==> config.mk <==
export PLATFORM = sky130hd
export DESIGN_NAME = fetch_unit
export DESIGN_NICKNAME = d
export VERILOG_FILES = /design/src/rtl/fetch_unit.sv
export SDC_FILE = /design/constraint.sdc
export NUM_CORES = 1
export LEC_CHECK = 0
export CORE_ASPECT_RATIO = 1.1
export CORE_MARGIN = 3
export CORE_UTILIZATION = 41
export DETAILED_ROUTE_END_ITERATION = 16
export SLEW_MARGIN = 0
export SYNTH_ARGS = -nofsm -noshare
export SYNTH_HDL_FRONTEND = slang
export SYNTH_SLANG_ARGS = --single-unit
==> constraint.sdc <==
create_clock -name clk -period 2.9 [get_ports clk]
set_clock_uncertainty 0.05 [all_clocks]
set_input_delay 0.435 -clock clk [delete_from_list [all_inputs] [get_ports clk]]
set_output_delay 0.435 -clock clk [all_outputs]
set_load 0.02 [all_outputs]
==> src/rtl/fetch_unit.sv <==
// Instruction fetch front-end: sequential word fetch with a DEPTH-entry
// {pc, instr} queue, in-order memory responses and redirect flush.
module fetch_unit #(
  parameter logic [31:0] RESET_PC = 32'h0000_0000,
  parameter int          DEPTH    = 4
) (
  input  logic        clk,
  input  logic        reset,
  output logic        imem_req_valid,
  input  logic        imem_req_ready,
  output logic [31:0] imem_req_addr,
  input  logic        imem_resp_valid,
  input  logic [31:0] imem_resp_data,
  input  logic        redirect_valid,
  input  logic [31:0] redirect_pc,
  output logic        instr_valid,
  input  logic        instr_ready,
  output logic [31:0] instr_data,
  output logic [31:0] instr_pc
);
  localparam int PW = (DEPTH > 1) ? $clog2(DEPTH) : 1;
  localparam int CW = PW + 1;
  localparam logic [31:0]   NOP     = 32'h0000_0013;
  localparam logic [CW-1:0] DEPTH_C = CW'(DEPTH);

  logic [31:0]      fetch_pc;
  logic [31:0]      pc_q   [DEPTH];
  logic [31:0]      data_q [DEPTH];
  logic [DEPTH-1:0] filled, filled_n;
  logic [PW-1:0]    alloc_ptr, fill_ptr, read_ptr;
  logic [CW-1:0]    used, drop_cnt, inflight;

  logic [CW-1:0] used_alloc, outstanding, flush_drop;
  logic          req_hs, resp_any, resp_drop, resp_fill, consume;
  logic          unused_pc_bits;

  assign unused_pc_bits = ^redirect_pc[1:0];

  always_comb begin
    used_alloc     = used - drop_cnt;
    // inflight tracks live requests; drop_cnt tracks requests orphaned by redirects
    outstanding    = drop_cnt + inflight;
    imem_req_valid = !reset && !redirect_valid && (used < DEPTH_C);
    imem_req_addr  = fetch_pc;
    instr_valid    = filled[read_ptr] && ((read_ptr != alloc_ptr) || (used_alloc == DEPTH_C));
    instr_data     = data_q[read_ptr];
    instr_pc       = pc_q[read_ptr];
    req_hs         = imem_req_valid && imem_req_ready;
    resp_any       = imem_resp_valid && (outstanding != '0);
    resp_drop      = resp_any && (drop_cnt != '0);
    resp_fill      = resp_any && (drop_cnt == '0);
    consume        = instr_valid && instr_ready;
    flush_drop     = outstanding - CW'(resp_any);
  end

  always_comb begin
    filled_n = filled;
    for (int i = 0; i < DEPTH; i++) begin
      if (req_hs && (alloc_ptr == PW'(i)))   filled_n[i] = 1'b0;
      if (resp_fill && (fill_ptr == PW'(i))) filled_n[i] = 1'b1;
      if (consume && (read_ptr == PW'(i)))   filled_n[i] = 1'b0;
    end
  end

  always_ff @(posedge clk) begin
    if (reset) begin
      fetch_pc  <= RESET_PC;
      alloc_ptr <= '0;
      fill_ptr  <= '0;
      read_ptr  <= '0;
      used      <= '0;
      drop_cnt  <= '0;
      inflight  <= '0;
      filled    <= '0;
      for (int i = 0; i < DEPTH; i++) begin
        pc_q[i]   <= '0;
        data_q[i] <= NOP;
      end
    end else if (redirect_valid) begin
      // every outstanding response, except one arriving now, becomes a drop
      fetch_pc  <= {redirect_pc[31:2], 2'b00};
      alloc_ptr <= '0;
      fill_ptr  <= '0;
      read_ptr  <= '0;
      filled    <= '0;
      inflight  <= '0;
      drop_cnt  <= flush_drop;
      used      <= flush_drop;
    end else begin
      if (req_hs) begin
        pc_q[alloc_ptr] <= fetch_pc;
        fetch_pc        <= fetch_pc + 32'd4;
        alloc_ptr       <= alloc_ptr + PW'(1);
      end
      if (resp_drop) drop_cnt <= drop_cnt - CW'(1);
      if (resp_fill) begin
        data_q[fill_ptr] <= imem_resp_data;
        fill_ptr         <= fill_ptr + PW'(1);
      end
      if (consume) read_ptr <= read_ptr + PW'(1);
      filled   <= filled_n;
      used     <= used + CW'(req_hs) - CW'(resp_drop) - CW'(consume);
      inflight <= inflight + CW'(req_hs) - CW'(resp_fill);
    end
  end

  orphan_resp: assert property (@(posedge clk) disable iff (reset)
    imem_resp_valid |-> (outstanding != '0));

endmodule

==> qor.csv <==
stage;metric;value;unit
global_route;remaining global-route overflow;0;
logic_synthesis;post-synthesis adder-cell area fraction;2.65;%
routing;Routed WL;34.2;mm
min_path;worst min path class;input pin to flop;
global_route;total track usage;18.5;%
final_layout;Multi-input gate area;5210;um^2
logic_synthesis;Yosys reg bits;299;
logic_synthesis;Post-synth top flop;edfxtp_1;
timing;Final period util;101;%
final_layout;design area;17700;um^2
routing;routed len/inst;20.6;um
timing;Final Hold Fails;0;
global_route;first-pass GRT wire length;53.2;mm
floorplan;chip height;200;um
floorplan;Starting Density;41.9;%
logic_synthesis;Post-synth EDFFs;248;
timing;RSZ-0062 raised after global routing;true;
clock_tree;CTS buffer count;31;
timing;Peak Freq;340;MHz
status;status;finished with violations;
floorplan;IO Count;168;
routing;Routed Antenna Nets;0;
logic_synthesis;largest family of logic cells by synthesized area;simple AND/OR/NAND/NOR gates;
timing;final setup fails;1;
final_layout;antenna cells;0;
final_layout;commonest non-fill, non-tap cell in the layout;edfxtp_1;
placed_design;dpl hpwl;21.8;mm
timing;Final WS setup;-0.0399;ns
timing;Final Slew Violations;0;
floorplan;Core ar.;33500;um^2
logic_synthesis;Synth Area per Inst;13.8;um^2
routing;DRC;0;
logic_synthesis;ys async rst share;0;%
final_layout;synth-to-layout area growth;26.1;%
logic_synthesis;register area share after synthesis;60.3;%
timing;Slew HR;65.2;%
final_layout;share of cells above drive strength 1;17.2;%
placed_design;Post-DP Area;16600;um^2
floorplan;die width;183;um
clock_tree;htree depth;1;
final_layout;Nets;1306;
routing;Vias/cell;5.29;
logic_synthesis;Gate Count Post-Synth;1016;
status;failing checks;negative setup slack;
placed_design;RePlAce Congestion;0.820;
clock_tree;Clock Tree Buf Depth;3;
timing;post-layout min period;2.94;ns
logic_synthesis;Syn. warnings;0;
setup_path;required time of the critical path;3.29;ns
power_and_ir_drop;Static Leakage;0.00658;uW
timing;Final TNS setup;-0.0399;ns
logic_synthesis;Post-Synth Simple-Gate Area;17.4;%
floorplan;Die Area;36500;um^2
setup_path;crit path launch type;flop;
placed_design;IO buf count;161;
global_route;vias in the first global route;9242;
global_route;initial antenna violation count;0;
clock_tree;root cell of the clock tree;clkbuf_16;
routing;DR vias;8793;
power_and_ir_drop;maximum VDD drop;0.473;mV
final_layout;most frequent cells in the layout;edfxtp_1 (248), and2_1 (228), clkdlybuf4s50_1 (128);
power_and_ir_drop;post-layout total power;10700;uW
logic_synthesis;Synth cell types;63;
logic_synthesis;XOR/XNOR Fraction of Synth Area;1.34;%
setup_path;Crit Path Max Fanout;3;
setup_path;CP Class;flop to flop;
clock_tree;Reg clk slew, reported paths;0.06;ns
logic_synthesis;multiplexer share of the synthesized area;10.4;%
floorplan;# rows;70;
logic_synthesis;Compound-Gate Fraction of Synth Area;4.69;%
job;Max Cap Viol;0;
clock_tree;Clk Latency, worst-skew pair;0.56;ns
routing;initial DRC count;445;
clock_tree;CTS sink cnt;299;
clock_tree;CTS tree;yes;
routing;Pre-antenna DRT Iters;5;
timing;measured slew at the worst slew-check pin;0.518;ns
final_layout;Storage cell area;8480;um^2
power_and_ir_drop;Pwr per Cell Area;606;nW/um^2
setup_path;crit path DAT;3.33;ns
setup_path;Critical Path Sink Type;flop;
global_route;largest net degree at the start of global routing;50;
final_layout;fillers;2881;
logic_synthesis;Cell Area, Synth;14100;um^2
critical path, stage by stage, from the launching register on:
cell     delay [ns]
dfxtp_2        0.33
ha_2           0.17
inv_2          0.03
fa_1           0.49
nor2b_4        0.17
a21oi_2        0.08
o211a_1        0.27
fa_2           0.54
inv_2          0.04
ha_4           0.15
ha_4           0.15
xor2_1         0.16
xnor2_1        0.13
o21ai_1        0.07
sequential cells by signal, indices dropped and copies added (netlist names), named ones only:
signal         cells
alloc_ptr          2
data_q           128
drop_cnt           3
fill_ptr           2
filled             4
imem_req_addr     30
inflight           3
pc_q             120
read_ptr           2
used               3
final timing paths:
path                        from                to  slack [ns]  cells past startpoint
hold reg to reg        filled[0]         filled[0]        0.52                      2
setup / recovery     drop_cnt[0]           used[2]       -0.04                     13
hold / removal    redirect_pc[7]  imem_req_addr[7]        0.40                      3
setup reg to reg     drop_cnt[0]           used[2]       -0.04                     13
cell usage after synthesis (all sizes together) (8+ instances only):
cell | count | area [um^2]
nand2b | 15 | 93.8
nor3 | 10 | 50.1
o31ai | 8 | 60.1
clkbuf | 51 | 224
nor2 | 31 | 116
a211oi | 16 | 125
nor4 | 11 | 75.1
edfxtp | 248 | 7450
dfxtp | 51 | 1020
a311oi | 9 | 78.8
or4 | 10 | 75.1
or2 | 8 | 50.1
a21oi | 14 | 70.1
buf | 25 | 129
mux4 | 63 | 1420
inv | 27 | 101
and2 | 232 | 1460
nand4 | 10 | 77.6
xnor2 | 13 | 114
nand2 | 39 | 146
or3 | 8 | 50.1
ha | 25 | 313
nand3 | 12 | 65.1
per-stage QoR:
stage	utilization [%]	setup slack [ns]	std cells	hold slack, ns
6_report	52.9	-0.0399	1662	0.404
4_1_cts	52.5	-0.0641	1660	0.379
2_1_floorplan	-	-0.0896	1019	0.472
5_1_grt	52.9	-0.163	1662	0.406
3_3_place_gp	49.5	-0.0203	1600	0.511
3_5_place_dp	49.5	-0.0376	1600	0.516
where the power goes:
part	switching [uW]	internal (uW)
Combinational	997	924
Clock	1610	2130
Sequential	139	4930
Total	2750	7990
logic make-up (layout without fill, tap and decap cells):
| logic type | after synthesis | after routing |
|---|---|---|
| XOR/XNOR | 20 | 20 |
| AO/OA/AOI/OAI | 86 | 86 |
| AND/OR/NAND/NOR | 411 | 411 |
| adder cells (fa/ha/maj) | 28 | 28 |
| multiplexers | 67 | 67 |
| buffers and inverters | 104 | 315 |
| other | 1 | 4 |
| flip-flops | 299 | 299 |
what timing repair did:
item | CTS | global route
pin swaps | 0 | 4
hold buffers | 0 | 0
setup buffers | 5 | 2
resized for setup | 5 | 42
setup endpoints to repair | 56 | 85
per-layer routing:
| layer | vias up | wire length [um] | share of wire (%) | track usage, % |
|---|---|---|---|---|
| li1 | 4123 | - | - | - |
| met5 | - | 0 | 0 | 0 |
| met1 | 4390 | 14600 | 43 | 24.5 |
| met3 | 44 | 1940 | 5.7 | 3.43 |
| met2 | 236 | 16800 | 49 | 31.3 |
| met4 | 0 | 802 | 2.3 | 4.87 |
layout make-up:
| type | instances | area share [%] |
|---|---|---|
| clock buffers | 39 | 4.54 |
| flip-flops and latches | 299 | 47.8 |
| inverters | 27 | 0.572 |
| multi-input cells | 616 | 29.4 |
| clock inverters | 16 | 0.720 |
| repair buffers | 233 | 13.9 |
| well taps | 432 | 3.05 |
(Power assumes the default switching activity.)
